===== config.mk =====
export PLATFORM = sky130hd
export DESIGN_NAME = pwm_led_bank
export DESIGN_NICKNAME = d
export VERILOG_FILES = /design/src/rtl/pwm_led_bank.sv
export SDC_FILE = /design/constraint.sdc
export NUM_CORES = 1
export LEC_CHECK = 0
export BUFFER_PORTS_ARGS = -buffer_cell sky130_fd_sc_hd__buf_2
export CORE_MARGIN = 3
export CORE_UTILIZATION = 45
export DETAILED_ROUTE_END_ITERATION = 6
export SLEW_MARGIN = 0
export SYNTH_ARGS = -nofsm -noshare
export SYNTH_HDL_FRONTEND = slang
export SYNTH_SLANG_ARGS = --single-unit
export TNS_END_PERCENT = 50

===== constraint.sdc =====
create_clock -name clk -period 2.6 [get_ports clk]
set_input_delay 0.26 -clock clk [delete_from_list [all_inputs] [get_ports clk]]
set_output_delay 0.26 -clock clk [all_outputs]
set_load 0.005 [all_outputs]

===== src/rtl/pwm_led_bank.sv =====
// pwm_led_bank -- bank of N_CH PWM LED drivers that share one prescaler and
// one PWM period counter.
//
// Each channel runs in one of two modes:
//   - static:  a fixed duty.
//   - breathe: the duty ramps 0..ceiling..0, one step per PWM period.
//
// Configuration writes land in a per-channel shadow register. The effective
// duty (eff) is only reloaded from the shadow at a period boundary, so a
// period that is already running never changes shape.
//
// Ports:
//   clk           single clock, rising edge
//   rst           synchronous active-high reset
//   en            global enable; low freezes timing and blanks LEDs
//   wr_en         one-cycle write strobe
//   wr_ch         target channel; indices >= N_CH are ignored
//   wr_duty       duty (static mode) or ceiling (breathe mode)
//   wr_mode       0 = static, 1 = breathe
//   led           registered PWM outputs, one bit per channel
//   period_start  one-cycle pulse in the first cycle of each PWM period
module pwm_led_bank #(
  parameter int N_CH   = 4,
  parameter int DUTY_W = 8,
  parameter int PRESC  = 4
) (
  input  logic                                   clk,
  input  logic                                   rst,
  input  logic                                   en,
  input  logic                                   wr_en,
  input  logic [(N_CH > 1 ? $clog2(N_CH) : 1)-1:0] wr_ch,
  input  logic [DUTY_W-1:0]                      wr_duty,
  input  logic                                   wr_mode,
  output logic [N_CH-1:0]                        led,
  output logic                                   period_start
);

  localparam int CH_W = (N_CH > 1) ? $clog2(N_CH) : 1;
  localparam int PS_W = (PRESC > 1) ? $clog2(PRESC) : 1;
  localparam logic [PS_W-1:0]   PS_LAST = PS_W'(PRESC - 1);
  localparam logic [DUTY_W-1:0] CNT_MAX = '1;
  localparam logic [DUTY_W-1:0] ONE     = DUTY_W'(1);

  logic [PS_W-1:0]   presc_q, presc_d;
  logic [DUTY_W-1:0] pwm_cnt_q, pwm_cnt_d;
  logic              period_start_q, period_start_d;
  logic [N_CH-1:0]   led_q, led_d;
  logic              step;
  logic              wrap;

  // Shared timebase. Dropping en clears both counters, so the first step
  // after en returns comes a full PRESC cycles later from pwm_cnt = 0.
  always_comb begin
    step           = en && (presc_q == PS_LAST);
    wrap           = step && (pwm_cnt_q == CNT_MAX);
    presc_d        = presc_q;
    pwm_cnt_d      = pwm_cnt_q;
    period_start_d = wrap;
    if (!en) begin
      presc_d   = '0;
      pwm_cnt_d = '0;
    end else if (step) begin
      presc_d   = '0;
      pwm_cnt_d = pwm_cnt_q + ONE;
    end else begin
      presc_d   = presc_q + PS_W'(1);
    end
  end

  always_ff @(posedge clk) begin
    if (rst) begin
      presc_q        <= '0;
      pwm_cnt_q      <= '0;
      period_start_q <= 1'b0;
      led_q          <= '0;
    end else begin
      presc_q        <= presc_d;
      pwm_cnt_q      <= pwm_cnt_d;
      period_start_q <= period_start_d;
      led_q          <= led_d;
    end
  end

  genvar gi;
  generate
    for (gi = 0; gi < N_CH; gi++) begin : g_ch
      logic [DUTY_W-1:0] sh_duty_q, sh_duty_d;
      logic              sh_mode_q, sh_mode_d;
      logic [DUTY_W-1:0] eff_q, eff_d;
      logic              dir_q, dir_d;
      logic              wr_hit;
      logic              led_bit_d;

      always_comb begin
        // Out-of-range indices match no channel and are silently dropped.
        wr_hit    = wr_en && (wr_ch == CH_W'(gi));
        sh_duty_d = wr_hit ? wr_duty : sh_duty_q;
        sh_mode_d = wr_hit ? wr_mode : sh_mode_q;
        eff_d     = eff_q;
        dir_d     = dir_q;
        // The boundary update reads the registered shadow, so a write in
        // the same cycle only shows up one period later.
        if (wrap) begin
          if (!sh_mode_q) begin
            eff_d = sh_duty_q;
            // A later switch to breathe starts ramping up from here.
            dir_d = 1'b1;
          end else if (dir_q) begin
            if (eff_q < sh_duty_q) begin
              eff_d = eff_q + ONE;
            end else begin
              dir_d = 1'b0;
              eff_d = (sh_duty_q == '0) ? '0 : sh_duty_q - ONE;
            end
          end else begin
            if (eff_q != '0) begin
              eff_d = eff_q - ONE;
            end else begin
              dir_d = 1'b1;
              eff_d = (sh_duty_q == '0) ? '0 : ONE;
            end
          end
        end
        led_bit_d = en && (pwm_cnt_q < eff_q);
      end

      assign led_d[gi] = led_bit_d;

      always_ff @(posedge clk) begin
        if (rst) begin
          sh_duty_q <= '0;
          sh_mode_q <= 1'b0;
          eff_q     <= '0;
          dir_q     <= 1'b1;
        end else begin
          sh_duty_q <= sh_duty_d;
          sh_mode_q <= sh_mode_d;
          eff_q     <= eff_d;
          dir_q     <= dir_d;
        end
      end
    end
  endgenerate

  assign led          = led_q;
  assign period_start = period_start_q;

endmodule


==> impl_metrics.toml, run 1 <==
[status]
outcome = "finished, final reports clean"

[sta]
setup_viol = 0
min_period_over_period = 0.9031
slew_violations = 0
layout_min_cycle_time_ns = 2.348
clock.fmax_mhz = 425.9
fin_skew_ns = 0.007779
setup_tns_ns = 0
relSlewSlack = 0.5154
rsz0062_at_grt = "no"
hold_viol_final = 0
tightest_slew_ns = 0.7242
fin_worst_hold_slack_ns = 0.1901

[setup_path]
reg2reg_to = "g_ch[1].eff_q[2]$_SDFFE_PP0P_"
reg2reg_slack_ns = 0.25
reg2reg_depth = 8
worstPathCellList = "inv_1, ha_1, a41o_1, a21oi_1, o31a_1, mux2_2, a311o_1, a21oi_1"
critical_path_class = "reg2reg"
crit_fanout = 5
cp.depth = 8
endpoint = "g_ch[1].eff_q[2]$_SDFFE_PP0P_"
crit_required_ns = 2.88
timing.rr.start = "g_ch[1].sh_duty_q[6]$_SDFFE_PP0P_"
arrival_ns = 2.63
cp-end-kind = "flop"
max_stage_delay_ns = 0.39
crit_buf_inv = 1
crit_path_top_delay_cell = "dfxtp_1"
startpoint_type = "flop"
path_common_cell = "a21oi_1"
critPathTopFamily = "compound AO/OA/AOI/OAI gates"
crit_start = "g_ch[1].sh_duty_q[6]$_SDFFE_PP0P_"

[synth]
synth_top_area_share = 0.2442
synth.area.top_cells = "dfxtp_1 (24%), ha_1 (14%), a21oi_1 (6.5%)"
synth_cell_types = 59
synth-seq-cells = 87
synth_area_um2 = 7132
async_flop_share = 0
seq_area_frac_synth = 0.2442
yosys_warnings = 0
yosys_most_used_dff = "dfxtp_1"
yosysTopAreaCell = "dfxtp_1"
syn-mean-instance-area_um2 = 7.437
synthesis.nets = 1052
synth_edf_count = 0
synth_cells = 959

[cts]
cts-root-buf = "clkbuf_16"
cts.sinks = 87
h-tree-depth = 3
clock_latency_ns = 0.36
cts_buffers = 9
tritoncts = "built"
clockBufferDepth = 2
cts.clk_slew.worst_paths_ns = 0.06
postCtsHoldBufs = 0

[power_and_ir_drop]
clkPwrFrac = 0.419
p_total_mw = 3.223
p_leak_nw = 3.153
peakVddDrop_mv = 0.3425
switching_share = 0.2791
seq_power_share = 0.429
p_int_mw = 2.323
p_comb_frac = 0.151
power.density_nw_per_um2 = 405.1
power_switching_mw = 0.8995

[cells_and_area]
design_area_um2 = 7956
fin_util = 0.5176
layout.nets = 1077
drive_above_1_share = 0.09505
final_cell_mix = "nand2_1 (114), a21oi_1 (92), dfxtp_1 (87)"
layout_commonest_cell = "nand2_1"
syn2layout_area_growth_pct = 11.56
diodes = 0

[floorplanning]
rows = 45
coreArea_um2 = 15370
die_h_um = 131.9
dieArea_um2 = 17400
die_w_um = 131.9
initial_core_util = 0.4640
io_pins = 20

[detailed_routing]
drt-pass1-iter-count = 5
drc_errors = 0
wirelength_um = 21180
wl_per_cell_um = 17.65
drtAntennaViolNets = 0
viasPerCell = 5.778
vias = 6934
first_iter_violations = 657

[grt]
grt_first_pass_wirelength_um = 34180
grt.met2_usage = 0.3600
grt_max_degree = 33
grtUsageTotal = 0.2422
overflow = 0
top_usage_layer = "met1"
antenna_found_initial = 0
grt_pass1_vias = 6221
grt_use_met3 = 0.03893
use_met1 = 0.3610

[hold_path]
min_path_type = "in2reg"

[run]
cap_violations = 0

[placement]
place_congestion = 0.9119
place_area_um2 = 7655
hpwl_um = 16030
port_buffers = 19
cells in the mapped netlist, types with 3 or more instances:
cell type  instances
clkbuf_1          38
o221ai_1           5
nor4_1            11
inv_1             69
or3_1              9
nor2_1            70
a221oi_1           3
a311o_1            3
o31a_1             4
ha_1              78
a31oi_1           20
a211oi_1          15
a41o_1             3
buf_1              5
a21oi_1           92
xnor2_1           38
a21o_1            14
or4_1              3
nor3_1            38
o211ai_1           9
o2111ai_1          3
a211o_1            5
xor2_1            12
mux2i_1           20
nand2b_1          10
nand4_1           11
nor3b_1           10
o31ai_1            9
o21ai_0           51
nand3_1           37
buf_2              7
o21a_1             3
mux2_2             4
nand2_1          114
dfxtp_1           87
and3_1            13
o21bai_1           4
cells by family (layout without fill, tap and decap cells):
| logic type | after synthesis | count (layout) | synth area share |
|---|---|---|---|
| compound gates | 260 | 260 | 0.2298 |
| buf+inv | 121 | 151 | 0.06702 |
| xor+xnor | 50 | 50 | 0.06140 |
| fa+ha+maj | 78 | 78 | 0.1368 |
| flops | 87 | 87 | 0.2442 |
| mux | 24 | 24 | 0.03439 |
| simple gates | 339 | 339 | 0.2263 |
how the worst min path moves through the flow:
stage	startpoint	end	slack [ns]	depth (start not counted)
3_5_place_dp	presc_q[0]$_SDFF_PP0_	presc_q[0]$_SDFF_PP0_	0.42	1
4_1_cts	wr_mode	g_ch[3].sh_mode_q$_SDFFE_PP0P_	0.18	3
3_3_place_gp	presc_q[0]$_SDFF_PP0_	presc_q[0]$_SDFF_PP0_	0.41	1
6_report	wr_mode	g_ch[3].sh_mode_q$_SDFFE_PP0P_	0.19	3
2_1_floorplan	wr_duty[7]	g_ch[2].sh_duty_q[7]$_SDFFE_PP0P_	0.40	2
5_1_grt	wr_duty[7]	g_ch[3].sh_duty_q[7]$_SDFFE_PP0P_	0.20	3
worst min-delay path, stage by stage:
cell and delay (ns):
buf_2 0.13, nand2_1 0.06, a21oi_1 0.05
routing by layer:
layer,part of all wire,routed length [µm]
met2,0.43,9096
met4,0.019,398
met5,0,0
met1,0.49,10420
met3,0.060,1265
area by class of cell:
class / count / area [µm²]
Clock buffer: 11 / 242.7
Clock inverter: 5 / 57.56
Fill cell: 1544 / 7415
Inverter: 69 / 259.0
Multi-Input combinational cell: 751 / 4918
Sequential cell: 87 / 1742
Tap cell: 211 / 264.0
Timing Repair Buffer: 66 / 473.0
stage by stage:
stage | cells | setup WS, ns
CTS | 1200 | 0.2157
global placement | 1184 | 0.2905
global route | 1200 | 0.05017
floorplan | 959 | 0.2633
detailed placement | 1184 | 0.2024
finish | 1200 | 0.2519
power groups by stage:
stage / Combinational (mW) / Clock (mW) / Sequential (mW)
2_1_floorplan: 0.344 / 0 / 1.40
3_3_place_gp: 0.479 / 0 / 1.41
3_5_place_dp: 0.478 / 0 / 1.41
4_1_cts: 0.481 / 1.37 / 1.38
5_1_grt: 0.538 / 1.42 / 1.39
6_report: 0.488 / 1.35 / 1.38
registers in the layout (all words and copies together) (netlist names):
signal and count:
g_ch.sh_duty_q 32, pwm_cnt_q 8, g_ch.sh_mode_q 4, g_ch.dir_q 4
led 4, period_start 1, g_ch.eff_q 32, presc_q 2
repair_timing:
action | in CTS | in global routing
endpoints found under the setup margin | 0 | 1
setup buffers | 0 | 0
resized for setup | 0 | 1
No activity file was read; power rests on OpenSTA's default activity.
==> inputs of run 2 (changes only) <==
- CORE_MARGIN: 3 -> 1.5
- SETUP_SLACK_MARGIN: default -> 0.3
- clock period: 2.6 -> 2.7 ns (I/O delays scaled with it)
==> run 2 against run 1 <==
The run now ends with design-rule violations left. Combinational power is essentially flat. Hold slack improved by 0.0064 ns. First-iteration DRC count shrank 11%. Sequential share of layout area fell by 0.24 points. Via count increased by 1.9%. Setup slack better by 0.12 ns. Clock power is 4% higher. Sequential cell count is the same. Design area is 1.6% higher. Utilization grew 1.0 points. Maximum frequency up 0.80%. Non-clock buffer count up 5. Critical path type unchanged. Critical endpoint is now g_ch[1].eff_q[0]$_SDFFE_PP0P_. Largest power group is now the clock network. Highest routed layer is now met5.
==> impl_metrics.toml, run 2 (synthesized netlist as in run 1, its figures left out) <==
[sta]
slew_violations = 0
setup_viol = 0
min_period_over_period = 0.8628
clock.fmax_mhz = 429.3
fin_skew_ns = 0.008244
rsz0062_at_grt = "yes"
layout_min_cycle_time_ns = 2.330
relSlewSlack = 0.4297
hold_viol_final = 0
fin_ws_ns = 0.3705
tightest_slew_ns = 0.8523
setup_tns_ns = 0

[setup_path]
crit_fanout = 7
startpoint_type = "flop"
reg2reg_to = "g_ch[1].eff_q[0]$_SDFFE_PP0P_"
arrival_ns = 2.57
reg2reg_depth = 7
crit_required_ns = 2.94
crit_start = "g_ch[1].sh_duty_q[6]$_SDFFE_PP0P_"
timing.rr.start = "g_ch[1].sh_duty_q[6]$_SDFFE_PP0P_"
critical_path_class = "reg2reg"
cp-end-kind = "flop"
reg2reg_slack_ns = 0.37

[cts]
cts-root-buf = "clkbuf_16"
cts.sinks = 87
tritoncts = "built"
cts_buffers = 9
h-tree-depth = 3
postCtsHoldBufs = 0
clockBufferDepth = 2
cts.clk_slew.worst_paths_ns = 0.07
clock_latency_ns = 0.36

[cells_and_area]
drive_above_1_share = 0.1088
diodes = 0
layout_commonest_cell = "nand2_1"
seq_area_um2 = 1749
multi_input_area_um2 = 4967
layout.nets = 1082
num-fill-cells = 1549
reg_top3 = "g_ch.eff_q: 32 flops, g_ch.sh_duty_q: 32 flops, pwm_cnt_q: 8 flops"
syn2layout_area_growth_pct = 13.30
final_cell_mix = "nand2_1 (114), a21oi_1 (90), dfxtp_1 (83)"

[floorplanning]
coreArea_um2 = 15310
die_w_um = 128.9
die_h_um = 128.9
dieArea_um2 = 16610
initial_core_util = 0.4657
rows = 45
io_pins = 20

[detailed_routing]
wl_per_cell_um = 17.96
drt-pass1-iter-count = 7
vias = 7068
drtAntennaViolNets = 0
viasPerCell = 5.870
drc_errors = 1
first_iter_violations = 585
wirelength_um = 21620

[power_and_ir_drop]
peakVddDrop_mv = 0.4333
p_leak_nw = 3.217
power.density_nw_per_um2 = 399.8

[run]
cap_violations = 0

[grt]
antenna_found_initial = 1
grt_first_pass_wirelength_um = 34410
overflow = 0
grt_max_degree = 42
grtUsageTotal = 0.2673
grt_pass1_vias = 6257

[status]
outcome = "finished with violations"
violations = "design-rule violations"

[placement]
hpwl_um = 16000
port_buffers = 19
place_congestion = 0.8930
dp_slack_ns = 0.04483

[hold_path]
hold_path_end = "g_ch[1].sh_mode_q$_SDFFE_PP0P_"
min_path_type = "in2reg"
whs_path_depth = 3
holdCritStartpoint = "wr_mode"
## run 2: changes by cell type in the layout (fill, tap and decap cells not counted), moves of 2 or more
cell / delta
dfxtp_2: +3
a21oi_2: +2
clkinvlp_4: -3
ha_4: +2
ha_1: -2
dfxtp_1: -4
buf_4: +5
a21oi_1: -2
## run 2: area by class of cell
type | instances | share of cell area
clock buffers | 11 | 0.03128
inverters | 69 | 0.03205
repair buffers | 71 | 0.06318
flip-flops and latches | 87 | 0.2165
clock inverters | 4 | 0.009600
multi-input cells | 751 | 0.6147
well taps | 211 | 0.03267
## run 2: metal layers
layer  track usage  vias up  share of wire
li1              -     3489              -
met1        0.3893     3300           0.48
met2        0.3995      249           0.44
met3       0.04699       28          0.070
met4       0.08262        2          0.017
met5             0        -        0.00060
## run 2: how the worst max path moves through the flow
stage                     slack, ns  cells past startpoint                             to
after detailed placement       0.04                      7  g_ch[1].eff_q[0]$_SDFFE_PP0P_
after global placement         0.13                      7  g_ch[1].eff_q[0]$_SDFFE_PP0P_
after CTS                      0.30                      7  g_ch[1].eff_q[0]$_SDFFE_PP0P_
after global routing           0.20                      8  g_ch[0].eff_q[2]$_SDFFE_PP0P_
after floorplan                0.36                      9  g_ch[1].eff_q[0]$_SDFFE_PP0P_
final                          0.37                      7  g_ch[1].eff_q[0]$_SDFFE_PP0P_
## run 2: what timing repair did
action | 4_1_cts | 5_1_grt
gates cloned | 0 | 0
buffers inserted | 3 | 3
setup endpoints to repair | 4 | 13
pin swaps | 0 | 3
resized for setup | 2 | 9
## run 2: power by group
part / internal (mW) / total [mW] / switching, mW
logic: 0.204 / 0.487 / 0.283
clock network: 0.862 / 1.41 / 0.551
registers: 1.30 / 1.33 / 0.0292
total: 2.37 / 3.23 / 0.862
## run 2: worst max-delay path, cell delays in order, from the launching register on
cell and delay [ns]:
dfxtp_2 0.36, inv_1 0.10, ha_4 0.29, nand4_1 0.13, o31ai_2 0.62, mux2_2 0.41, a211oi_1 0.24, nor3_1 0.07
## run 2: per-stage QoR
step           hold slack (ns)  power (mW)    util  area, µm²  std cells
3_3_place_gp            0.4154       1.810  0.4993       7647       1183
2_1_floorplan           0.4043       1.679       -       7132        959
4_1_cts                 0.1910       3.231  0.5230       8009       1201
3_5_place_dp            0.4166       1.810  0.4993       7647       1183
5_1_grt                 0.2016       3.357  0.5276       8080       1204
6_report                0.1964       3.230  0.5276       8080       1204
==> inputs of run 3 (changes only) <==
- CORE_UTILIZATION: 45 -> 50
- PLACE_DENSITY: default -> 0.66
- REMOVE_ABC_BUFFERS: default -> 1
==> run 3 against run 2 <==
The run now ends clean. Design area shrank 3.3%. Non-clock buffer count shrank 13. Critical path depth grew 1. Setup slack gained 0.044 ns. Clock skew shrank 0.0018 ns. Power shrank 6.9%.
==> impl_metrics.toml, run 3 (synthesized netlist as in run 1, its figures left out) <==
[setup_path]
cp.depth = 8
path_common_cell = "a21oi_1"
critical_path_class = "reg2reg"
max_stage_delay_ns = 0.40
crit_required_ns = 2.99
startpoint_type = "flop"
crit_buf_inv = 1
reg2reg_depth = 8
arrival_ns = 2.57
worstPathCellList = "inv_1, ha_1, a41o_1, a21oi_1, o31a_1, mux2_2, a311o_1, a21oi_1"
critPathTopFamily = "compound AO/OA/AOI/OAI gates"
crit_fanout = 6
crit_path_top_delay_cell = "dfxtp_1"
cp-end-kind = "flop"

[power_and_ir_drop]
peakVddDrop_mv = 0.3460
power.density_nw_per_um2 = 384.7
p_leak_nw = 3.109

[cells_and_area]
layout.nets = 1069
syn2layout_area_growth_pct = 9.614
fin_util = 0.5632
layout_commonest_cell = "nand2_1"
diodes = 0
reg_top3 = "g_ch.eff_q: 32 flops, g_ch.sh_duty_q: 32 flops, pwm_cnt_q: 8 flops"
final_cell_mix = "nand2_1 (114), a21oi_1 (92), dfxtp_1 (86)"
drive_above_1_share = 0.09174
final_cell_count_no_fill = 1161

[cts]
tritoncts = "built"
cts.sinks = 87
cts.clk_slew.worst_paths_ns = 0.07
clock_latency_ns = 0.36
h-tree-depth = 3
cts_buffers = 9
cts-root-buf = "clkbuf_16"
clockBufferDepth = 2

[grt]
antenna_found_initial = 0
grt.met2_usage = 0.4550
grtUsageTotal = 0.2883
overflow = 0
grt_max_degree = 33
use_met1 = 0.4060
grt_first_pass_wirelength_um = 33430
grt_pass1_vias = 6291
top_usage_layer = "met2"
grt_use_met3 = 0.03532

[detailed_routing]
wl_per_cell_um = 17.80
wirelength_um = 20670
drtAntennaViolNets = 0
vias = 7013
viasPerCell = 6.040
drt-pass1-iter-count = 5
first_iter_violations = 454
drc_errors = 0

[sta]
setup_viol = 0
hold_viol_final = 0
min_period_over_period = 0.8464
rsz0062_at_grt = "yes"
slew_violations = 0
relSlewSlack = 0.3290
tightest_slew_ns = 1.003
fin_skew_ns = 0.006439
clock.fmax_mhz = 437.6
setup_tns_ns = 0
layout_min_cycle_time_ns = 2.285
fin_worst_hold_slack_ns = 0.2168

[placement]
port_buffers = 19
place_congestion = 0.9142
place_inst = 1144
hpwl_um = 14960

[floorplanning]
dieArea_um2 = 14990
rows = 43
initial_core_util = 0.5138
io_pins = 20
die_h_um = 122.4
coreArea_um2 = 13880
die_w_um = 122.4

[status]
outcome = "finished, final reports clean"

[hold_path]
whs_path_depth = 3
min_path_type = "in2reg"

[run]
cap_violations = 0
[run 3: area by class of cell]
type | instances | area, µm²
fill | 1374 | 6063
timing repair buffer | 58 | 387.9
clock inverter | 7 | 48.80
sequential | 87 | 1743
clock buffer | 9 | 225.2
multi-input combinational | 751 | 4928
inverter | 69 | 259.0
tap | 180 | 225.2
[run 3: path summary, 6_finish.rpt]
kind	from	endpoint	slack (ns)
worst max-delay path	g_ch[1].sh_duty_q[7]$_SDFFE_PP0P_	g_ch[1].eff_q[2]$_SDFFE_PP0P_	0.41
worst min-delay path	wr_mode	g_ch[3].sh_mode_q$_SDFFE_PP0P_	0.22
worst max register to register	g_ch[1].sh_duty_q[7]$_SDFFE_PP0P_	g_ch[1].eff_q[2]$_SDFFE_PP0P_	0.41
worst min register to register	presc_q[0]$_SDFF_PP0_	presc_q[0]$_SDFF_PP0_	0.43
[run 3: worst register-to-register path: cells and delay by family, from the launching register on]
| family | cells | cell delay, ns |
|---|---|---|
| AO/OA/AOI/OAI | 5 | 1.07 |
| adder cells (fa/ha/maj) | 1 | 0.33 |
| buffers and inverters | 1 | 0.08 |
| flip-flops | 1 | 0.40 |
| multiplexers | 1 | 0.34 |
[run 3: routing by layer]
layer,wire length (µm),vias up
met1,9578,3294
met3,1124,37
met5,0,-
met4,520,0
met2,9443,211
li1,-,3471
[run 3: stage by stage]
stage                     setup slack [ns]  power (mW)  area, µm²
after floorplan                     0.1558       1.653       6913
after global placement              0.2940       1.818       7528
after detailed placement            0.2802       1.818       7528
after CTS                           0.3897       3.021       7810
after global routing                0.2700       3.136       7818
final                               0.4147       3.008       7818
[run 3: power breakdown]
group          internal (mW)  switching [mW]  leakage [nW]
clock network          0.626           0.579         0.136
registers               1.30          0.0299         0.704
logic                  0.194           0.276          2.27
[run 3: timing repair]
action                                  CTS  global route
hold buffers                              0             0
endpoints found under the setup margin    1            11
setup buffers                             1             0
resized for setup                         0             2
